**src/rtl/key_period_pkg.sv**
```systemverilog
// Shared constants for key_period_gen: lowest-octave period table (A0..G#1, Q11.4 samples
// at 48 kHz), default key for out-of-range requests, and the FSM state encoding.
package key_period_pkg;

   localparam logic [7:0] KEY_DEFAULT = 8'h45;
   localparam int         SEMIS       = 12;

   typedef enum logic [2:0] {
      ST_IDLE,
      ST_DIV,
      ST_LOOK,
      ST_BEND,
      ST_CALC,
      ST_OUT
   } state_t;

   // Period of semitone idx within the lowest octave; higher octaves are derived by shifting.
   function automatic logic [15:0] table_entry(input logic [3:0] idx);
      logic [15:0] val;
      case (idx)
         4'd0:    val = 16'd27927;
         4'd1:    val = 16'd26360;
         4'd2:    val = 16'd24880;
         4'd3:    val = 16'd23484;
         4'd4:    val = 16'd22166;
         4'd5:    val = 16'd20922;
         4'd6:    val = 16'd19748;
         4'd7:    val = 16'd18639;
         4'd8:    val = 16'd17593;
         4'd9:    val = 16'd16606;
         4'd10:   val = 16'd15674;
         4'd11:   val = 16'd14794;
         default: val = 16'd0;
      endcase
      return val;
   endfunction

endpackage

```
**src/rtl/key_period_gen_if.sv**
```systemverilog
// Request/result handshake bundle between the MIDI parser, key_period_gen and the voice allocator.
interface key_period_gen_if #(
   parameter int LEN_W   = 11,
   parameter int FRAC_W  = 4,
   parameter int VOICE_W = 2
);
   logic                      in_valid;
   logic                      in_ready;
   logic [7:0]                in_key;
   logic [7:0]                in_bend;
   logic [VOICE_W-1:0]        in_voice;
   logic                      out_valid;
   logic                      out_ready;
   logic [LEN_W+FRAC_W-1:0]   out_period;
   logic [VOICE_W-1:0]        out_voice;
   logic                      out_err;

   modport master (
      output in_valid, in_key, in_bend, in_voice, out_ready,
      input  in_ready, out_valid, out_period, out_voice, out_err
   );

   modport slave (
      input  in_valid, in_key, in_bend, in_voice, out_ready,
      output in_ready, out_valid, out_period, out_voice, out_err
   );
endinterface

```
**src/rtl/key_octave_div.sv**
```systemverilog
// Iterative divide-by-12: splits a key offset into octave and semitone, one subtraction per cycle.
module key_octave_div
   import key_period_pkg::*;
(
   input  logic       clk,
   input  logic       rst,
   input  logic       start,
   input  logic [6:0] val,
   output logic [3:0] rem,
   output logic [2:0] oct,
   output logic       done
);

   logic       busy_reg;
   logic [6:0] rem_reg;
   logic [2:0] oct_reg;

   always_ff @(posedge clk or posedge rst) begin
      if (rst) begin
         busy_reg <= 1'b0;
         rem_reg  <= '0;
         oct_reg  <= '0;
      end else if (start) begin
         busy_reg <= 1'b1;
         rem_reg  <= val;
         oct_reg  <= '0;
      end else if (busy_reg) begin
         if (rem_reg >= 7'(SEMIS)) begin
            rem_reg <= rem_reg - 7'(SEMIS);
            oct_reg <= oct_reg + 3'd1;
         end else begin
            busy_reg <= 1'b0;
         end
      end
   end

   // Results stay held after done until the next start.
   assign done = busy_reg && (rem_reg < 7'(SEMIS));
   assign rem  = rem_reg[3:0];
   assign oct  = oct_reg;

endmodule

```
**src/rtl/key_period_gen.sv**
```systemverilog
// MIDI key (+ optional pitch bend) to delay-line period converter, one request in flight.
// Define PITCH_BEND_EN to add the BEND state and neighbour-semitone interpolation.
module key_period_gen
   import key_period_pkg::*;
#(
   parameter int         LEN_W   = 11,
   parameter int         FRAC_W  = 4,
   parameter int         VOICE_W = 2,
   parameter logic [7:0] KEY_MIN = 8'h15,
   parameter logic [7:0] KEY_MAX = 8'h6C
) (
   input logic             clk,
   input logic             rst,
   key_period_gen_if.slave bus
);

   localparam int PERIOD_W = LEN_W + FRAC_W;

   state_t               state_reg;
   state_t               state_next;
   logic                 in_ready;
   logic                 out_valid;
   logic                 accept;
   logic                 key_ok;
   logic [7:0]           key_eff;
   logic [3:0]           div_rem;
   logic [2:0]           div_oct;
   logic                 div_done;
   logic [VOICE_W-1:0]   voice_reg;
   logic                 err_reg;
   logic [15:0]          base_reg;
   logic [6:0]           rnd_add;
   logic [16:0]          rnd_sum;
   logic [PERIOD_W-1:0]  period_reg;
   logic [VOICE_W-1:0]   out_voice_reg;
   logic                 out_err_reg;

   assign accept  = bus.in_valid && in_ready;
   assign key_ok  = (bus.in_key >= KEY_MIN) && (bus.in_key <= KEY_MAX);
   assign key_eff = key_ok ? bus.in_key : KEY_DEFAULT;

   key_octave_div u_div (
      .clk   (clk),
      .rst   (rst),
      .start (accept),
      .val   (7'(key_eff - KEY_MIN)),
      .rem   (div_rem),
      .oct   (div_oct),
      .done  (div_done)
   );

`ifdef PITCH_BEND_EN
   logic [7:0]         bend_reg;
   logic [15:0]        nb_reg;
   logic [15:0]        nb_sel;
   logic [7:0]         bend_mag;
   logic signed [16:0] diff;
   logic signed [24:0] prod;

   // Positive bend interpolates toward the next semitone up (shorter period), negative toward the one below.
   always_comb begin
      nb_sel = '0;
      if (!bend_reg[7]) begin
         nb_sel = (div_rem == 4'd11) ? (table_entry(4'd0) >> 1) : table_entry(div_rem + 4'd1);
      end else begin
         nb_sel = (div_rem == 4'd0) ? (table_entry(4'd11) << 1) : table_entry(div_rem - 4'd1);
      end
   end

   assign bend_mag = bend_reg[7] ? (~bend_reg + 8'd1) : bend_reg;
   assign diff     = $signed({1'b0, nb_reg}) - $signed({1'b0, base_reg});
   assign prod     = 25'(diff) * 25'($signed({1'b0, bend_mag}));
`else
   // Bend input has no effect in this build.
   logic unused_bend;
   assign unused_bend = ^bus.in_bend;
`endif

   assign rnd_add = (div_oct == 3'd0) ? 7'd0 : (7'd1 << (div_oct - 3'd1));
   assign rnd_sum = {1'b0, base_reg} + {10'd0, rnd_add};

   always_ff @(posedge clk or posedge rst) begin
      if (rst) begin
         state_reg <= ST_IDLE;
      end else begin
         state_reg <= state_next;
      end
   end

   always_comb begin
      state_next = state_reg;
      case (state_reg)
         ST_IDLE: if (bus.in_valid) state_next = ST_DIV;
         ST_DIV:  if (div_done)     state_next = ST_LOOK;
`ifdef PITCH_BEND_EN
         ST_LOOK: state_next = ST_BEND;
         ST_BEND: state_next = ST_CALC;
`else
         ST_LOOK: state_next = ST_CALC;
`endif
         ST_CALC: state_next = ST_OUT;
         ST_OUT:  if (bus.out_ready) state_next = ST_IDLE;
         default: state_next = ST_IDLE;
      endcase
   end

   always_comb begin
      in_ready  = 1'b0;
      out_valid = 1'b0;
      if (!rst && (state_reg == ST_IDLE)) in_ready = 1'b1;
      if (state_reg == ST_OUT) out_valid = 1'b1;
   end

   always_ff @(posedge clk or posedge rst) begin
      if (rst) begin
         voice_reg     <= '0;
         err_reg       <= 1'b0;
         base_reg      <= '0;
         period_reg    <= '0;
         out_voice_reg <= '0;
         out_err_reg   <= 1'b0;
`ifdef PITCH_BEND_EN
         bend_reg      <= '0;
         nb_reg        <= '0;
`endif
      end else begin
         case (state_reg)
            ST_IDLE: begin
               if (accept) begin
                  voice_reg <= bus.in_voice;
                  err_reg   <= !key_ok;
`ifdef PITCH_BEND_EN
                  bend_reg  <= key_ok ? bus.in_bend : 8'd0;
`endif
               end
            end
            ST_LOOK: begin
               base_reg <= table_entry(div_rem);
`ifdef PITCH_BEND_EN
               nb_reg   <= nb_sel;
`endif
            end
`ifdef PITCH_BEND_EN
            // Result always fits in 16 bits, so modular addition of the truncated delta is exact.
            ST_BEND: base_reg <= base_reg + 16'(prod >>> 7);
`endif
            ST_CALC: begin
               period_reg    <= PERIOD_W'(rnd_sum >> div_oct);
               out_voice_reg <= voice_reg;
               out_err_reg   <= err_reg;
            end
            default: ;
         endcase
      end
   end

   assign bus.in_ready   = in_ready;
   assign bus.out_valid  = out_valid;
   assign bus.out_period = period_reg;
   assign bus.out_voice  = out_voice_reg;
   assign bus.out_err    = out_err_reg;

endmodule

```
**src/flat_wrapper.sv**
```systemverilog
// flat-port wrapper written by rule: the top's interface ports become plain ports
module key_period_gen_flat import key_period_pkg::*;
#(
   parameter int         LEN_W   = 11,
   parameter int         FRAC_W  = 4,
   parameter int         VOICE_W = 2,
   parameter logic [7:0] KEY_MIN = 8'h15,
   parameter logic [7:0] KEY_MAX = 8'h6C
)
  (clk, rst, bus_in_valid, bus_in_key, bus_in_bend, bus_in_voice, bus_out_ready, bus_in_ready, bus_out_valid, bus_out_period, bus_out_voice, bus_out_err);
  key_period_gen_if #(.LEN_W(LEN_W), .FRAC_W(FRAC_W), .VOICE_W(VOICE_W)) bus_i ();
  input logic clk;
  input logic rst;
  input wire logic [$bits(bus_i.in_valid)-1:0] bus_in_valid;
  input wire logic [$bits(bus_i.in_key)-1:0] bus_in_key;
  input wire logic [$bits(bus_i.in_bend)-1:0] bus_in_bend;
  input wire logic [$bits(bus_i.in_voice)-1:0] bus_in_voice;
  input wire logic [$bits(bus_i.out_ready)-1:0] bus_out_ready;
  output wire logic [$bits(bus_i.in_ready)-1:0] bus_in_ready;
  output wire logic [$bits(bus_i.out_valid)-1:0] bus_out_valid;
  output wire logic [$bits(bus_i.out_period)-1:0] bus_out_period;
  output wire logic [$bits(bus_i.out_voice)-1:0] bus_out_voice;
  output wire logic [$bits(bus_i.out_err)-1:0] bus_out_err;
  assign bus_i.in_valid = bus_in_valid;
  assign bus_i.in_key = bus_in_key;
  assign bus_i.in_bend = bus_in_bend;
  assign bus_i.in_voice = bus_in_voice;
  assign bus_i.out_ready = bus_out_ready;
  assign bus_in_ready = bus_i.in_ready;
  assign bus_out_valid = bus_i.out_valid;
  assign bus_out_period = bus_i.out_period;
  assign bus_out_voice = bus_i.out_voice;
  assign bus_out_err = bus_i.out_err;
  key_period_gen #(.LEN_W(LEN_W), .FRAC_W(FRAC_W), .VOICE_W(VOICE_W), .KEY_MIN(KEY_MIN), .KEY_MAX(KEY_MAX)) u_core (.clk(clk), .rst(rst), .bus(bus_i));
endmodule
```
**config.mk**
```make
export PLATFORM = sky130hd
export DESIGN_NAME = key_period_gen_flat
export DESIGN_NICKNAME = d
export VERILOG_FILES = /design/src/rtl/key_period_pkg.sv /design/src/rtl/key_period_gen_if.sv /design/src/rtl/key_octave_div.sv /design/src/rtl/key_period_gen.sv /design/src/flat_wrapper.sv
export SDC_FILE = /design/constraint.sdc
export NUM_CORES = 1
export LEC_CHECK = 0
export BUFFER_PORTS_ARGS = -buffer_cell sky130_fd_sc_hd__buf_2
export CAP_MARGIN = 20
export CORE_MARGIN = 2
export CORE_UTILIZATION = 59
export DETAILED_ROUTE_END_ITERATION = 7
export PLACE_DENSITY_LB_ADDON = 0.12
export SYNTH_ARGS = -nofsm -noshare
export SYNTH_HDL_FRONTEND = slang
export SYNTH_SLANG_ARGS = --single-unit
```
**constraint.sdc**
```tcl
create_clock -name clk -period 4.1 [get_ports clk]
set_input_delay 0.615 -clock clk [delete_from_list [all_inputs] [get_ports clk]]
set_output_delay 0.615 -clock clk [all_outputs]
set_load 0.05 [all_outputs]
```
==> results of run 1 <==
stage by stage:
| stage | hold WS, ns | instances | setup WS (ns) |
|---|---|---|---|
| 2_1_floorplan | 0.439 | 439 | 0.552 |
| 3_3_place_gp | 0.454 | 528 | 0.735 |
| 3_5_place_dp | 0.458 | 528 | 0.583 |
| 4_1_cts | 0.483 | 536 | 0.562 |
| 6_report | 0.304 | 538 | 0.561 |
| 5_1_grt | 0.336 | 538 | 0.306 |
per-layer routing:
metal	routed length (um)	share of wire, %
met1	3840	46
met2	4090	49
met3	308	3.7
met4	127	1.5
met5	0	0
worst max path at each step:
stage,startpoint,endpoint,cells after the start
final,u_core.u_div.oct[1]$_DFFE_PP0P_,u_core.bus.out_period[8]$_DFFE_PP0P_,15
after global routing,u_core.u_div.oct[1]$_DFFE_PP0P_,u_core.bus.out_period[8]$_DFFE_PP0P_,15
after CTS,u_core.u_div.oct[1]$_DFFE_PP0P_,u_core.bus.out_period[8]$_DFFE_PP0P_,15
after detailed placement,u_core.u_div.oct[1]$_DFFE_PP0P_,u_core.bus.out_period[8]$_DFFE_PP0P_,15
after global placement,u_core.u_div.oct[2]$_DFFE_PP0P_,u_core.bus.out_period[0]$_DFFE_PP0P_,12
after floorplan,u_core.u_div.oct[0]$_DFFE_PP0P_,u_core.bus.out_period[11]$_DFFE_PP0P_,15
cell usage after synthesis, drive strengths merged (4+ instances only):
library cell  instances  share of area [%]
nor2                 36                3.7
xnor2                12                2.9
a21oi                40                5.8
nand2b                6                1.0
o211ai               12                3.1
nor4                  4               0.69
o31ai                 6                1.2
dfrtp                50                 34
a31oi                 6                1.0
and2                  7                1.2
nor3                  4               0.55
or2                   4               0.76
nand2                72                7.4
a211oi                7                1.4
o21a                  7                1.4
buf                   5               0.62
or3                   4               0.69
inv                  15                1.6
o21ai                29                4.0
a311oi                4               0.96
mux2i                 6                1.7
nand3                11                1.5
ha                   20                6.9
clkbuf               18                1.9
cell type report:
| class | instances | share of cell area (%) |
|---|---|---|
| inverters | 15 | 1.42 |
| flip-flops and latches | 50 | 31.5 |
| clock inverters | 3 | 1.23 |
| clock buffers | 5 | 1.73 |
| well taps | 75 | 2.36 |
| repair buffers | 39 | 5.60 |
| multi-input cells | 351 | 56.2 |
logic make-up (layout without fill, tap and decap cells):
family	count (synthesis)	count (layout)	synth area share [%]
adder cells (fa/ha/maj)	21	21	7.44
XOR/XNOR	15	15	3.62
AND/OR/NAND/NOR	166	166	21.2
buffers and inverters	38	62	4.06
multiplexers	11	11	3.82
flip-flops	50	50	34.4
AO/OA/AOI/OAI	138	138	25.4
critical path: stages, from the launching register on:
cell and delay, ns:
dfrtp_1 0.36, inv_1 0.09, ha_1 0.24, nor3_1 0.19, a21oi_1 0.09, nor2b_1 0.15
ha_1 0.21, inv_1 0.08, fa_1 0.41, nand2b_1 0.22, a21oi_4 0.21, o211ai_4 0.14
o31a_2 0.35, a211oi_1 0.31, o21ai_0 0.21, o211ai_1 0.21
placed cells by master, fill, tap and decap left out, drive strengths merged, types with 11 or more instances in the layout:
cell type,synthesis,final
buf,5,38
xnor2,12,12
inv,15,16
a21oi,40,40
nand2,72,72
o21ai,29,29
nand3,11,11
nor2,36,36
ha,20,20
dfrtp,50,50
o211ai,12,12
power groups by stage:
stage / sequential [mW] / clock (mW) / combinational, mW
5_1_grt: 1.01 / 0.396 / 1.91
3_5_place_dp: 0.971 / 0 / 1.70
3_3_place_gp: 0.958 / 0 / 1.66
6_report: 0.963 / 0.370 / 1.73
4_1_cts: 0.959 / 0.373 / 1.72
2_1_floorplan: 1.10 / 0 / 1.17
==> flow_metrics.py, run 1 <==
metrics = {
    "setup_path": {
        "critPathRequiredTime_ns": 4.33,
        "worst_ep_arrival_time_ns": 3.77,
        "end_kind": "register",
        "start_kind": "register",
        "reg2reg_slack_ns": 0.56,
        "reg2reg_to": "u_core.bus.out_period[8]$_DFFE_PP0P_",
        "crit_type": "reg2reg",
        "worstPathMaxFanout": 7,
        "reg2reg_depth": 15,
        "r2r_start": "u_core.u_div.oct[1]$_DFFE_PP0P_",
    },
    "detailed_routing": {
        "wire_per_inst_um": 15.6,
        "vias": 3303,
        "drc": 0,
        "dr.pass1.iters": 5,
        "ant_nets": 0,
        "drtIter0Drc": 186,
        "viasPerCell": 6.14,
        "finalWirelength_mm": 8.37,
    },
    "clock_network": {
        "cts_buffers": 5,
        "clock_tree.htree_level_count": 2,
        "cts_setup_buffers": 0,
        "cts_tree": "yes",
        "clk-insertion-delay-late_ns": 0.31,
        "root_buffer": "clkbuf_8",
        "ctsHoldBuffers": 0,
        "clk_pin_slew_worst_paths_ns": 0.10,
        "cts.sinks": 50,
        "cts_max_path_buffers": 2,
        "post_cts_resized": 0,
    },
    "timing": {
        "min_period_ns": 3.54,
        "tns_ns": 0,
        "post-route-period-util_pct": 86.3,
        "tightest_slew_ns": 1.02,
        "slew_headroom_pct": 30.4,
        "setup_viol": 0,
        "hold_violations": 0,
        "rsz0062_at_grt": "no",
        "finClkSkew_ns": 0.00688,
        "finalMaxSlewViolations": 0,
        "max_freq_mhz": 283,
    },
    "grt": {
        "grt.busiest_layer": "met2",
        "met1_usage_pct": 32.7,
        "use_met3_pct": 2.72,
        "grt_overflow_total": 0,
        "track_usage_pct": 26.0,
        "grt_max_degree": 51,
        "grt_pass1_vias": 2967,
        "grt_pass1_wl_mm": 13.8,
        "antenna_found_initial": 0,
        "grtUsageMet2_pct": 46.9,
    },
    "final_layout": {
        "nFillCells": 511,
        "drive_gt1_share_pct": 14.3,
        "final_nets": 505,
        "antenna_cells": 0,
        "syn2layout_area_growth_pct": 9.44,
        "final_util_pct": 67.1,
        "multi_input_area_sq_um": 2230,
        "final_cell_area_sq_um": 3980,
        "seqCellArea_sq_um": 1250,
    },
    "synthesis": {
        "synth_top_flop_cell": "dfrtp_1",
        "syn_area_sq_um": 3630,
        "yosysWarnings": 0,
        "ys_types": 65,
        "ys_seq_elements": 50,
        "synthesis.instances": 439,
        "synth_fp_nets": 482,
        "synth_edf_count": 0,
        "synth-seq-area-share_pct": 34.4,
        "async_flop_share_pct": 100,
        "synth.avg_cell_area_sq_um": 8.27,
    },
    "flow_run": {
        "max-cap-violations": 0,
    },
    "status": {
        "outcome": "completed",
    },
    "floorplan": {
        "die_y_um": 82.5,
        "io_pins": 42,
        "row_count": 28,
        "coreArea_sq_um": 5920,
        "start_util_pct": 61.3,
        "die_w_um": 82.5,
        "dieArea_sq_um": 6800,
    },
    "power_and_ir_drop": {
        "irDropWorstVdd_v": 0.000401,
        "p_leak_nw": 1.84,
        "total_power_mw": 3.06,
        "seq_power_share_pct": 31.4,
        "p_int_mw": 1.51,
        "netSwitchingFraction_pct": 50.7,
        "p_switching_mw": 1.55,
        "p_clk_share_pct": 12.1,
        "combPwrFrac_pct": 56.5,
        "power_density_nw_per_um2": 770,
    },
    "worst_hold_path": {
        "min_path_type": "in2async",
    },
    "placed_design": {
        "placed_area_sq_um": 3830,
        "gp_congestion": 0.871,
        "io_buffers": 33,
        "hpwlAfterDp_mm": 6.18,
    },
}
No activity file was read; power rests on OpenSTA's default activity.
==> run 2, diff against run 1 <==
--- a/config.mk
+++ b/config.mk
@@ -8,7 +8,7 @@
 export BUFFER_PORTS_ARGS = -buffer_cell sky130_fd_sc_hd__buf_2
 export CAP_MARGIN = 20
 export CORE_MARGIN = 2
-export CORE_UTILIZATION = 59
+export CORE_UTILIZATION = 55
 export DETAILED_ROUTE_END_ITERATION = 7
 export PLACE_DENSITY_LB_ADDON = 0.12
 export SYNTH_ARGS = -nofsm -noshare
==> run 2 against run 1 <==
First-iteration DRC count increased by 18%. Total power decreased by 0.67%. Non-clock buffer count did not move. Global-route usage shrank 2.4 points. Sequential cell count unchanged. Utilization decreased by 4.9 points. Combinational power barely moved. Register-to-register slack improved by 0.03 ns. Clock-buffer cell count is the same. Cell count grew 0.37%. Critical endpoint is now u_core.bus.out_period[11]$_DFFE_PP0P_. Largest cell class unchanged.
==> flow_metrics.py, run 2 (synthesis gave the netlist of run 1 again) <==
metrics = {
    "status": {
        "outcome": "completed",
    },
    "setup_path": {
        "cp_common_cell": "o211ai_2",
        "cpPeakStageDelay_ns": 0.63,
        "reg2reg_to": "u_core.bus.out_period[11]$_DFFE_PP0P_",
        "critPathBufInv": 1,
        "crit_type": "reg2reg",
        "end_kind": "register",
        "cp_top_family": "compound AO/OA/AOI/OAI gates",
        "start_kind": "register",
        "path_cells": "inv_1 -> nand3_1 -> o21ai_0 -> and2_1 -> ha_1 -> o211ai_2 -> o211ai_2 -> nand4_1 -> o21a_1 -> nor4_1 -> o21ai_1 -> a31oi_1",
        "worstPathMaxFanout": 12,
        "reg2reg_slack_ns": 0.59,
        "critPathRequiredTime_ns": 4.34,
        "r2r_start": "u_core.u_div.oct[2]$_DFFE_PP0P_",
        "reg2reg_depth": 12,
        "worst_ep_arrival_time_ns": 3.75,
        "cp_slowest_cell": "dfrtp_1",
    },
    "floorplan": {
        "dieArea_sq_um": 7270,
        "die_w_um": 85.3,
        "io_pins": 42,
        "row_count": 29,
        "die_y_um": 85.3,
        "start_util_pct": 56.9,
        "coreArea_sq_um": 6390,
    },
    "clock_network": {
        "root_buffer": "clkbuf_8",
        "cts_setup_buffers": 0,
        "post_cts_resized": 0,
        "clock_tree.htree_level_count": 2,
        "cts_tree": "yes",
        "cts_max_path_buffers": 2,
        "ctsHoldBuffers": 0,
        "cts.sinks": 50,
        "clk_pin_slew_worst_paths_ns": 0.10,
        "cts_buffers": 5,
        "clk-insertion-delay-late_ns": 0.31,
    },
    "grt": {
        "track_usage_pct": 23.6,
        "grt_pass1_vias": 2998,
        "grt_max_degree": 51,
        "grt_overflow_total": 0,
        "grt_pass1_wl_mm": 14.0,
        "antenna_found_initial": 0,
    },
    "detailed_routing": {
        "drc": 0,
        "drtIter0Drc": 220,
        "viasPerCell": 5.97,
        "finalWirelength_mm": 8.26,
        "vias": 3226,
        "dr.pass1.iters": 4,
        "ant_nets": 0,
        "wire_per_inst_um": 15.3,
    },
    "placed_design": {
        "hpwlAfterDp_mm": 6.08,
        "placedCellCount": 531,
        "gp_congestion": 0.874,
        "io_buffers": 33,
    },
    "power_and_ir_drop": {
        "p_leak_nw": 1.84,
        "p_int_mw": 1.51,
        "p_switching_mw": 1.53,
        "combPwrFrac_pct": 56.3,
        "power_density_nw_per_um2": 765,
        "netSwitchingFraction_pct": 50.4,
        "p_clk_share_pct": 12.1,
        "irDropWorstVdd_v": 0.000421,
        "seq_power_share_pct": 31.6,
    },
    "timing": {
        "slew_headroom_pct": 26.5,
        "hold_violations": 0,
        "finalMaxSlewViolations": 0,
        "post-route-period-util_pct": 85.6,
        "setup_viol": 0,
        "min_period_ns": 3.51,
        "rsz0062_at_grt": "no",
        "tns_ns": 0,
        "tightest_slew_ns": 1.07,
        "finClkSkew_ns": 0.00663,
        "max_freq_mhz": 285,
    },
    "worst_hold_path": {
        "min_path_type": "in2async",
    },
    "final_layout": {
        "mostFrequentLayoutCells": "nand2_1, dfrtp_1, a21oi_1, nor2_1, buf_2",
        "nFillCells": 569,
        "final_nets": 505,
        "antenna_cells": 0,
        "fin_cells": 540,
        "final_common_cell": "nand2_1",
        "syn2layout_area_growth_pct": 9.51,
        "drive_gt1_share_pct": 14.3,
    },
    "flow_run": {
        "max-cap-violations": 0,
    },
}
-- run 2: cell types whose count changed in the layout (fill, tap and decap cells not counted) --
cell and delta:
buf_4 +1, clkbuf_4 -1
-- run 2: area by class of cell --
| type | instances | area (sq um) | area share, % |
|---|---|---|---|
| well taps | 77 | 96.3 | 2.42 |
| flip-flops and latches | 50 | 1250 | 31.5 |
| multi-input cells | 351 | 2230 | 56.1 |
| inverters | 15 | 56.3 | 1.42 |
| clock inverters | 3 | 48.8 | 1.23 |
| clock buffers | 5 | 68.8 | 1.73 |
| repair buffers | 39 | 223 | 5.60 |
-- run 2: power by group through the flow --
stage                     Clock, mW  Sequential [mW]  Combinational (mW)
final                         0.368            0.961                1.71
after floorplan                   0             1.10                1.17
after global placement            0            0.959                1.66
after CTS                     0.372            0.958                1.71
after detailed placement          0            0.968                1.70
after global routing          0.389             1.00                1.91
-- run 2: through the flow --
stage | power, mW | hold WS (ns) | utilization, % | setup WS, ns | area (sq um)
2_1_floorplan | 2.27 | 0.439 | - | 0.552 | 3630
3_3_place_gp | 2.62 | 0.456 | 60.1 | 0.731 | 3840
3_5_place_dp | 2.66 | 0.455 | 60.1 | 0.617 | 3840
4_1_cts | 3.04 | 0.478 | 62.0 | 0.606 | 3960
5_1_grt | 3.30 | 0.238 | 62.3 | 0.228 | 3980
6_report | 3.04 | 0.225 | 62.3 | 0.592 | 3980
-- run 2: worst max-delay path by stage --
| stage | from | cells past startpoint | slack [ns] | endpoint |
|---|---|---|---|---|
| 2_1_floorplan | u_core.u_div.oct[0]$_DFFE_PP0P_ | 15 | 0.55 | u_core.bus.out_period[11]$_DFFE_PP0P_ |
| 3_3_place_gp | u_core.u_div.oct[2]$_DFFE_PP0P_ | 12 | 0.73 | u_core.bus.out_period[0]$_DFFE_PP0P_ |
| 3_5_place_dp | u_core.u_div.oct[1]$_DFFE_PP0P_ | 15 | 0.62 | u_core.bus.out_period[0]$_DFFE_PP0P_ |
| 4_1_cts | u_core.u_div.oct[1]$_DFFE_PP0P_ | 15 | 0.61 | u_core.bus.out_period[0]$_DFFE_PP0P_ |
| 5_1_grt | u_core.u_div.oct[2]$_DFFE_PP0P_ | 12 | 0.23 | u_core.bus.out_period[11]$_DFFE_PP0P_ |
| 6_report | u_core.u_div.oct[2]$_DFFE_PP0P_ | 12 | 0.59 | u_core.bus.out_period[11]$_DFFE_PP0P_ |
-- run 2: metal layers --
| metal | routed length, um | share of wire, % | GRT usage (%) | vias to the layer above |
|---|---|---|---|---|
| met5 | 0 | 0 | 0 | - |
| met4 | 108 | 1.3 | 6.64 | 0 |
| li1 | - | - | - | 1635 |
| met1 | 3900 | 47 | 31.6 | 1526 |
| met3 | 248 | 3.0 | 3.31 | 9 |
| met2 | 4000 | 48 | 40.0 | 56 |
